**src/rtl/sr_pkg.sv**
```systemverilog
// Shared definitions for the multi-channel shift-register bank: register map,
// CTRL/STATUS bit positions, engine states and a byte-lane merge helper.
package sr_pkg;

  localparam int unsigned REG_CTRL      = 0;
  localparam int unsigned REG_STATUS    = 1;
  localparam int unsigned REG_LEN       = 2;
  localparam int unsigned REG_DIV       = 3;
  localparam int unsigned REG_DATA_BASE = 4;

  localparam int unsigned CTRL_START  = 0;
  localparam int unsigned CTRL_DIR    = 1;
  localparam int unsigned CTRL_LOOP   = 2;
  localparam int unsigned CTRL_IRQ_EN = 3;
  localparam int unsigned CTRL_ABORT  = 4;

  localparam int unsigned STAT_BUSY = 0;
  localparam int unsigned STAT_DONE = 1;

  typedef enum logic [1:0] {
    IDLE  = 2'd0,
    SHIFT = 2'd1,
    DONE  = 2'd2
  } sr_state_e;

  // Replace only the byte lanes whose strobe is set.
  function automatic logic [31:0] byte_merge(input logic [31:0] old_val,
                                             input logic [31:0] new_val,
                                             input logic [3:0]  strb);
    logic [31:0] res;
    res = old_val;
    for (int b = 0; b < 4; b++) begin
      if (strb[b]) res[8*b +: 8] = new_val[8*b +: 8];
    end
    return res;
  endfunction

endpackage

```
**src/rtl/sr_chan.sv**
```systemverilog
// One WIDTH-bit shift channel: parallel load, single-bit shift in either
// direction, serial output taken from the bit about to leave.
module sr_chan #(
  parameter int WIDTH = 32
) (
  input  logic             clk,
  input  logic             reset_n,
  input  logic             load_i,
  input  logic [WIDTH-1:0] load_data_i,
  input  logic             shift_i,
  input  logic             dir_i,
  input  logic             sin_i,
  output logic             sout_o,
  output logic [WIDTH-1:0] data_o
);

  logic [WIDTH-1:0] data_q;
  logic [WIDTH-1:0] data_shifted;

  generate
    if (WIDTH == 1) begin : g_w1
      assign data_shifted = sin_i;
    end else begin : g_wn
      assign data_shifted = dir_i ? {sin_i, data_q[WIDTH-1:1]}
                                  : {data_q[WIDTH-2:0], sin_i};
    end
  endgenerate

  always_ff @(posedge clk or negedge reset_n) begin
    if (!reset_n) begin
      data_q <= '0;
    end else if (load_i) begin
      data_q <= load_data_i;
    end else if (shift_i) begin
      data_q <= data_shifted;
    end
  end

  assign sout_o = dir_i ? data_q[0] : data_q[WIDTH-1];
  assign data_o = data_q;

endmodule

```
**src/rtl/sr_bank.sv**
```systemverilog
// NCH shift channels driven by one shared shift engine, programmed through a
// valid/wstrb/ready register slave with a registered one-cycle acknowledge.
module sr_bank
  import sr_pkg::*;
#(
  parameter int WIDTH  = 32,
  parameter int NCH    = 4,
  parameter int ADDR_W = 4
) (
  input  logic              clk,
  input  logic              reset_n,
  input  logic              valid,
  input  logic [ADDR_W-1:0] addr,
  input  logic [3:0]        wstrb,
  input  logic [31:0]       wdata,
  output logic [31:0]       rdata,
  output logic              ready,
  input  logic [NCH-1:0]    sin,
  output logic [NCH-1:0]    sout,
  output logic              irq
);

  localparam logic [5:0] WIDTH_CNT = 6'(WIDTH);

  sr_state_e   state_q, state_d;
  logic [5:0]  cnt_q, cnt_d;
  logic [7:0]  divcnt_q, divcnt_d;
  logic        shift_en;
  logic        done_set;

  logic        ready_q;
  logic [31:0] rdata_q, rdata_d;
  logic        start_q, abort_q, done_q;
  logic        irq_en_q, dir_q, loop_q;
  logic [5:0]  len_q;
  logic [7:0]  div_q;

  logic [WIDTH-1:0] chan_data [NCH];

  logic accept, wr_acc, rd_acc, ctrl_wr, busy, busy_ops;

  // A request is never sampled during its own acknowledge cycle.
  assign accept   = valid & ~ready_q;
  assign wr_acc   = accept & (|wstrb);
  assign rd_acc   = accept & ~(|wstrb);
  assign ctrl_wr  = wr_acc & wstrb[0] & (addr == ADDR_W'(REG_CTRL));
  assign busy     = (state_q != IDLE);
  assign busy_ops = busy | start_q;

  always_comb begin
    rdata_d = '0;
    if (rd_acc) begin
      if (addr == ADDR_W'(REG_CTRL))
        rdata_d = {27'd0, 1'b0, irq_en_q, loop_q, dir_q, 1'b0};
      else if (addr == ADDR_W'(REG_STATUS))
        rdata_d = {16'd0, 2'd0, cnt_q, 6'd0, done_q, busy};
      else if (addr == ADDR_W'(REG_LEN))
        rdata_d = {26'd0, len_q};
      else if (addr == ADDR_W'(REG_DIV))
        rdata_d = {24'd0, div_q};
      for (int i = 0; i < NCH; i++) begin
        if (addr == ADDR_W'(REG_DATA_BASE + i)) rdata_d = 32'(chan_data[i]);
      end
    end
  end

  always_ff @(posedge clk or negedge reset_n) begin
    if (!reset_n) begin
      ready_q  <= 1'b0;
      rdata_q  <= '0;
      start_q  <= 1'b0;
      abort_q  <= 1'b0;
      done_q   <= 1'b0;
      irq_en_q <= 1'b0;
      dir_q    <= 1'b0;
      loop_q   <= 1'b0;
      len_q    <= '0;
      div_q    <= '0;
    end else begin
      ready_q <= accept;
      rdata_q <= rdata_d;
      start_q <= ctrl_wr & wdata[CTRL_START] & (state_q == IDLE) & ~start_q;
      abort_q <= ctrl_wr & wdata[CTRL_ABORT] & (state_q == SHIFT);
      if (ctrl_wr) irq_en_q <= wdata[CTRL_IRQ_EN];
      // dir/loop stay frozen for the whole operation.
      if (ctrl_wr && !busy_ops) begin
        dir_q  <= wdata[CTRL_DIR];
        loop_q <= wdata[CTRL_LOOP];
      end
      if (wr_acc && wstrb[0] && !busy_ops && addr == ADDR_W'(REG_LEN))
        len_q <= wdata[5:0];
      if (wr_acc && wstrb[0] && !busy_ops && addr == ADDR_W'(REG_DIV))
        div_q <= wdata[7:0];
      // Completion outranks a simultaneous write-1-to-clear.
      if (done_set)
        done_q <= 1'b1;
      else if (wr_acc && wstrb[0] && wdata[STAT_DONE] && addr == ADDR_W'(REG_STATUS))
        done_q <= 1'b0;
    end
  end

  always_comb begin
    state_d  = state_q;
    cnt_d    = cnt_q;
    divcnt_d = divcnt_q;
    shift_en = 1'b0;
    done_set = 1'b0;
    case (state_q)
      IDLE: begin
        if (start_q) begin
          if (len_q == 6'd0) begin
            state_d = DONE;
          end else begin
            cnt_d    = (len_q > WIDTH_CNT) ? WIDTH_CNT : len_q;
            divcnt_d = div_q;
            state_d  = SHIFT;
          end
        end
      end
      SHIFT: begin
        if (abort_q) begin
          cnt_d   = '0;
          state_d = IDLE;
        end else if (divcnt_q == 8'd0) begin
          shift_en = 1'b1;
          cnt_d    = cnt_q - 6'd1;
          divcnt_d = div_q;
          if (cnt_q == 6'd1) state_d = DONE;
        end else begin
          divcnt_d = divcnt_q - 8'd1;
        end
      end
      DONE: begin
        done_set = 1'b1;
        state_d  = IDLE;
      end
      default: state_d = IDLE;
    endcase
  end

  always_ff @(posedge clk or negedge reset_n) begin
    if (!reset_n) begin
      state_q  <= IDLE;
      cnt_q    <= '0;
      divcnt_q <= '0;
    end else begin
      state_q  <= state_d;
      cnt_q    <= cnt_d;
      divcnt_q <= divcnt_d;
    end
  end

  for (genvar gi = 0; gi < NCH; gi++) begin : g_chan
    logic             load;
    logic [WIDTH-1:0] load_val;
    logic             sin_eff;

    assign load     = wr_acc & ~busy_ops & (addr == ADDR_W'(REG_DATA_BASE + gi));
    assign load_val = WIDTH'(byte_merge(32'(chan_data[gi]), wdata, wstrb));
    assign sin_eff  = loop_q ? sout[gi] : sin[gi];

    sr_chan #(.WIDTH(WIDTH)) u_chan (
      .clk         (clk),
      .reset_n     (reset_n),
      .load_i      (load),
      .load_data_i (load_val),
      .shift_i     (shift_en),
      .dir_i       (dir_q),
      .sin_i       (sin_eff),
      .sout_o      (sout[gi]),
      .data_o      (chan_data[gi])
    );
  end

  assign ready = ready_q;
  assign rdata = rdata_q;
  assign irq   = done_q & irq_en_q;

endmodule

```
**config.mk**
```make
export PLATFORM = sky130hd
export DESIGN_NAME = sr_bank
export DESIGN_NICKNAME = d
export VERILOG_FILES = /design/src/rtl/sr_pkg.sv /design/src/rtl/sr_chan.sv /design/src/rtl/sr_bank.sv
export SDC_FILE = /design/constraint.sdc
export NUM_CORES = 1
export LEC_CHECK = 0
export ABC_CLOCK_PERIOD_IN_PS = 2500
export CAP_MARGIN = 30
export CORE_MARGIN = 5
export CORE_UTILIZATION = 40
export DETAILED_ROUTE_END_ITERATION = 16
export SETUP_SLACK_MARGIN = 0.3
export SKIP_LAST_GASP = 1
export SLEW_MARGIN = 20
export SYNTH_ARGS = -nofsm -noshare
export SYNTH_HDL_FRONTEND = slang
export SYNTH_SLANG_ARGS = --single-unit
```
**constraint.sdc**
```tcl
create_clock -name clk -period 2.5 [get_ports clk]
set_clock_uncertainty 0.1 [all_clocks]
set_input_delay 0.25 -clock clk [delete_from_list [all_inputs] [get_ports clk]]
set_output_delay 0.25 -clock clk [all_outputs]
set_load 0.005 [all_outputs]
```
# ---- After elaboration in Yosys (flattened, before gate mapping)
# Cells that the tools add are included.
dict set report totals {
  register_bits 197
  wordCells 179
}
dict set report classes {
  addsub 2
  magnitude_cmp 1
  eq_ne 31
  mux 56
  bitwise_logic 21
  reduce_logical 39
}
# op n
set op_table {}
lappend op_table {{$mux W32} 17}
lappend op_table {{$mux W8} 10}
lappend op_table {{$ne A2 B2 Y1 const B} 19}
lappend op_table {{$reduce_and A2 Y1} 16}
lappend op_table {{$mux W6} 5}
lappend op_table {{$mux W14} 2}
lappend op_table {{$and A1 B1 Y1} 16}
lappend op_table {{$eq A4 B3 Y1 const B} 4}
lappend op_table {{$pmux W8 S2} 1}
lappend op_table {{$mux W1} 14}
lappend op_table {{$reduce_bool A2 Y1} 7}
lappend op_table {{$pmux W6 S2} 1}
lappend op_table {{$mux W2} 5}
lappend op_table {{$eq A4 B2 Y1 const B} 2}
lappend op_table {{$logic_not A8 Y1} 1}
lappend op_table {{$reduce_and A4 Y1} 2}
lappend op_table {{$sub A8 B1 Y8 const B} 1}
lappend op_table {{$logic_and A1 B1 Y1} 7}
lappend op_table {{$eq A6 B1 Y1 const B} 1}
lappend op_table {{$gt A6 B6 Y1 const B} 1}
lappend op_table {{$logic_not A6 Y1} 1}
lappend op_table {{$ne A3 B2 Y1 const B} 2}
lappend op_table {{$sub A6 B1 Y6 const B} 1}
lappend op_table {{$eq A4 B1 Y1 const B} 1}
lappend op_table {{10 further kinds} 13}

# ---- Depth between registers and ports, before layout
dict set report logic_depth {
  depth_word 10
  mapped_depth 9
  ltp_nobuf 7
}

# ---- Hierarchy
# From an unflattened synthesis, not the netlist that was laid out.
dict set report hier_totals {
  cells_unflattened 1445
  hier_area_um2 13275.2
}
# module instances cells_each area_each_um2 seq_area_each_um2
set modules_own_cells {}
lappend modules_own_cells {sr_chan 4 179 1973.1 800.8}
lappend modules_own_cells {sr_bank 1 729 5382.7 1726.7}

# ---- Least setup slack after synthesis
# OpenSTA, ideal clock, no wires.
dict set report synth_path {
  path_type {register to register}
  startpoint {register divcnt_q[0]}
  endpoint {register g_chan[3].u_chan.data_q[24]}
  arrival_ps 1886
  t_required_ps 2277
  path_slack_ps 391
  stages_incl_launch_ff 8
  n_path_buf 1
  period_less_slack_ps 2109
  path_cell_list {dfrtp_1 -> inv_1 -> ha_1 -> or3b_2 -> nor3_4 -> buf_2 -> o21bai_1 -> o221a_2}
}
dict set report synth_via {
  elab_chain_cells 6
}
# item line
set synth_rtl {}
lappend synth_rtl {{start, declared} sr_bank.sv:27} ;# logic [7:0] divcnt_q, divcnt_d;
lappend synth_rtl {{start signal, assigned} sr_bank.sv:149} ;# divcnt_q <= divcnt_d;
lappend synth_rtl {{$logic_not A8 Y1} sr_bank.sv:124} ;# end else if (divcnt_q == 8'd0) begin
lappend synth_rtl {{$mux W1} sr_bank.sv:124}
lappend synth_rtl {{$mux W1} sr_bank.sv:121} ;# if (abort_q) begin
lappend synth_rtl {{$mux W1} sr_bank.sv:108} ;# case (state_q)
lappend synth_rtl {{$reduce_bool A2 Y1 (no line)} n/a}
lappend synth_rtl {{$reduce_and A2 Y1 (no line)} n/a}
lappend synth_rtl {{end signal, assigned} sr_chan.sv:33} ;# data_q <= load_data_i;
lappend synth_rtl {{end signal, assigned} sr_chan.sv:35} ;# data_q <= data_shifted;
lappend synth_rtl {{end, declared} sr_chan.sv:17} ;# logic [WIDTH-1:0] data_q;
# No other way between the ends.
# A chain may end at the register's enable or synchronous reset.

# ---- Final worst setup path
dict set report layout_path {
  startpoint {register divcnt_q[3]}
  endpoint {register g_chan[2].u_chan.data_q[11]}
}
dict set report layout_via {
  elab_chain_cells 6
}
# item line
set layout_rtl {}
lappend layout_rtl {{$logic_not A8 Y1} sr_bank.sv:124}
lappend layout_rtl {{$mux W1} sr_bank.sv:124}
lappend layout_rtl {{$mux W1} sr_bank.sv:121}
lappend layout_rtl {{$mux W1} sr_bank.sv:108}
lappend layout_rtl {{$reduce_bool A2 Y1 (no line)} n/a}
lappend layout_rtl {{$reduce_and A2 Y1 (no line)} n/a}
lappend layout_rtl {{end signal, assigned} sr_chan.sv:33}
lappend layout_rtl {{end signal, assigned} sr_chan.sv:35}
lappend layout_rtl {{end, declared} sr_chan.sv:17}
# No other way between the ends.

==> results.md <==
- Status: finished, final reports clean
- Initial Utilization: 40.5%
- DRC viols: 0
- RSZ-0062 raised after global routing: true
- Initial antenna violation count: 0
- #FFs+latches synth: around 200
- Post-synth top area share: 44.0%
- Final Net Count: 1,231
- EDFF count, synth: 0
- Syn Nets: 1,109
- Max-cap violations: 0
- Final Hold Viols: 0
- Slowest cell on the critical path: or4_4
- Core ar.: 0.0277 mm²
- N_diodes: 0
- Pleak: 5.44 nW
- Seq/Total Area, Yosys: 44.0%
- Cell Area, Synth: 0.0112 mm²
- Final WL: 35.0 mm
- Area of the multi-input gates: 0.00600 mm²
- # setup viols final: 0
- Synth Area in XOR/XNOR: 0%
- Cell Pwr Density: 932 mW/mm²
- Row cnt: 61
- CTS tree: built
- Critical Path AT: 2.43 ns
- Clk pin slew, worst setup/hold paths: roughly 0.08 ns
- Endpoint class of the critical path: register
- CP Max Fanout: 8
- Top post-synthesis cells by area: dfrtp_1 44%, mux2i_1 11%, o221a_2 11%
- Final worst slack: 0.293 ns
- Design area: 0.0138 mm²
- HP Class: input pin to async pin
- Yosys warning total: 0
- Cell accounting for the most synthesized area: dfrtp_1
- Register area: about 0.0049 mm²
- IO Count: 85
- Mux share of post-synthesis cell area: approximately 17%
- Syn_area_per_cell: between 10 and 15 µm²
- Vias per inst: 5.96
- Vias in the first global route: roughly 9,400
- Worst-skew pair later-pin latency: 0.44 ns
- Startpoint Class: register
- Fillers: 2,551
- Largest family of logic cells by synthesized area: compound AO/OA/AOI/OAI gates
- Final period demand of the worst path: 2.21 ns
- Crit-path cells: or4_4, nor3_4, buf_12, buf_12, buf_16, o21ai_4, o221a_2
- CP max stage delay: 0.58 ns
- First-pass GRT wire length: 55.4 mm
- CP most frequent cell: buf_12
- GPL Wtd Cong: between 0.8 and 0.9
- Die width: 177 µm
- Core Util, Final: 50.0%
- Slew Viols, Final: 0
- Critical path class: register to register
- Synth Area in Simple Gates: between 10% and 20%
- Starting DRC count in detailed routing: 981
- # clock sinks: 197
- Max Freq: ~450 MHz
- Total GRT Usage: 22.3%
- Most frequent cells in the layout: 193 x dfrtp_1, 157 x nand2_1, 128 x mux2i_1, 106 x o221a_2, 81 x clkdlybuf4s50_1
- DR vias: ~9,400
- Slew HR: between 50% and 60%
- Async S/R FF share, synth: 100%
- Most used DFF post-synth: dfrtp_1
- Die area: 0.0315 mm²
- CTS HTree Levels: 4
- GRT overflow: 0
- Layout cells sized above 1: 27.2%
- WP data required: 2.72 ns
- Hold WS: 0.287 ns
- Post-synthesis cell type count: 67
- Post-synthesis compound-gate area fraction: 20.9%
- Most common cell after layout, fill and taps aside: dfrtp_1
- Final period util: 88.3%
- Root Buffer: clkbuf_16
- Number of CTS-inserted buffers: 17
- Peak supply drop: 0.464 mV
- Adder-Cell Fraction of Synth Area: 0.446%
- Pre-CTS WS: 0.0642 ns
- CTS Buffer Depth: 2
- DP Wirelength: around 24 mm
- Setup TNS: 0 ns
- Layout area overhead: 23.5%
- Drt first pass iters: 6
- WL per Instance: 22.3 µm
- Worst Tran Pin Value: 0.612 ns
- ANT nets after route: 0
- Die height: around 180 µm
- Cell count after synthesis: 1,058
- Post-Place Cell Area: 0.0128 mm²
- Largest net degree at the start of global routing: 65
- Number of port buffers: 84
==> cells in the mapped netlist, drive strengths merged (5+ instances only) <==
cell      n
a21oi    43
nand2b    9
o21ai    85
a22oi    11
inv      12
nand2   159
nor2     60
clkbuf   25
nand4     8
mux2i   128
nor3     17
dfrtp   197
a211oi    9
or4       5
nor2b    26
mux4     17
nor4      5
mux2     24
nand3     8
o221a   108
buf      47
==> flip-flops by register name, summed over array words and instances (netlist names) <==
name / cells
div_q: 8
divcnt_q: 8
irq_en_q: 1
loop_q: 1
abort_q: 1
dir_q: 1
start_q: 1
cnt_q: 6
g_chan.u_chan.data_o: 128
state_q: 2
ready: 1
len_q: 6
done_q: 1
rdata: 32
==> report_power, final <==
part | internal (W) | leakage, nW | total (W) | switching (W)
logic | 0.00256 | 2.67 | 0.00428 | 0.00172
registers | 0.00430 | 2.48 | 0.00576 | 0.00146
clock network | 0.00143 | 0.288 | 0.00285 | 0.00142
total | 0.00829 | 5.44 | 0.0129 | 0.00460
==> final cells by class <==
| cell class | instances | area share (%) |
|---|---|---|
| sequential | 197 | 35.7 |
| clock buffer | 18 | 3.10 |
| timing repair buffer | 175 | 12.9 |
| tap | 378 | 3.42 |
| inverter | 12 | 0.325 |
| clock inverter | 14 | 1.18 |
| multi-input combinational | 777 | 43.4 |
==> cells by family (layout without fill, tap and decap cells) <==
kind of cell | count (synthesis) | after routing
AND/OR/NAND/NOR | 321 | 321
AO/OA/AOI/OAI | 283 | 283
flip-flops | 197 | 197
multiplexers | 169 | 169
buffers and inverters | 84 | 219
adder cells (fa/ha/maj) | 4 | 4
==> through the flow <==
step / power (W) / instances
after floorplan: 0.00850 / 1058
after global placement: 0.00976 / 1517
after detailed placement: 0.00987 / 1518
after CTS: 0.0128 / 1564
after global routing: 0.0136 / 1571
final: 0.0129 / 1571
==> final timing paths <==
kind                                         startpoint                                      end  slack, ns  cells after the start
worst min register to register     div_q[1]$_DFFE_PN0P_                     div_q[1]$_DFFE_PN0P_       0.43                      2
worst min-delay path                            reset_n                  divcnt_q[6]$_DFFE_PN0P_       0.29                      2
min in group clk                                addr[1]                      rdata[11]$_DFF_PN0_       0.31                      5
max in group asynchronous                       reset_n  g_chan[3].u_chan.data_o[27]$_DFFE_PN0P_       1.30                      3
worst max register to register  divcnt_q[3]$_DFFE_PN0P_  g_chan[2].u_chan.data_o[11]$_DFFE_PN0P_       0.29                      7
worst max-delay path            divcnt_q[3]$_DFFE_PN0P_  g_chan[2].u_chan.data_o[11]$_DFFE_PN0P_       0.29                      7
==> timing repair <==
item,in CTS,in global routing
endpoints found under the setup margin,103,131
resized for setup,19,35
endpoints found under the hold margin,59,0
cloned,3,4
pin swaps,2,71
setup buffers,10,3
hold buffers,1,0
==> layer usage <==
layer,global-route usage [%],wire [µm]
met5,0,0
met4,6.38,648
met3,2.62,1760
met2,34.6,16500
met1,32.9,16100
==> critical path, delay by kind of cell (launching register included) <==
kind	cells	cell delay [ns]
flip-flops	1	0.41
buffers and inverters	3	0.39
AND/OR/NAND/NOR	2	0.80
AO/OA/AOI/OAI	2	0.38
Power figures use the tool's default switching activity.
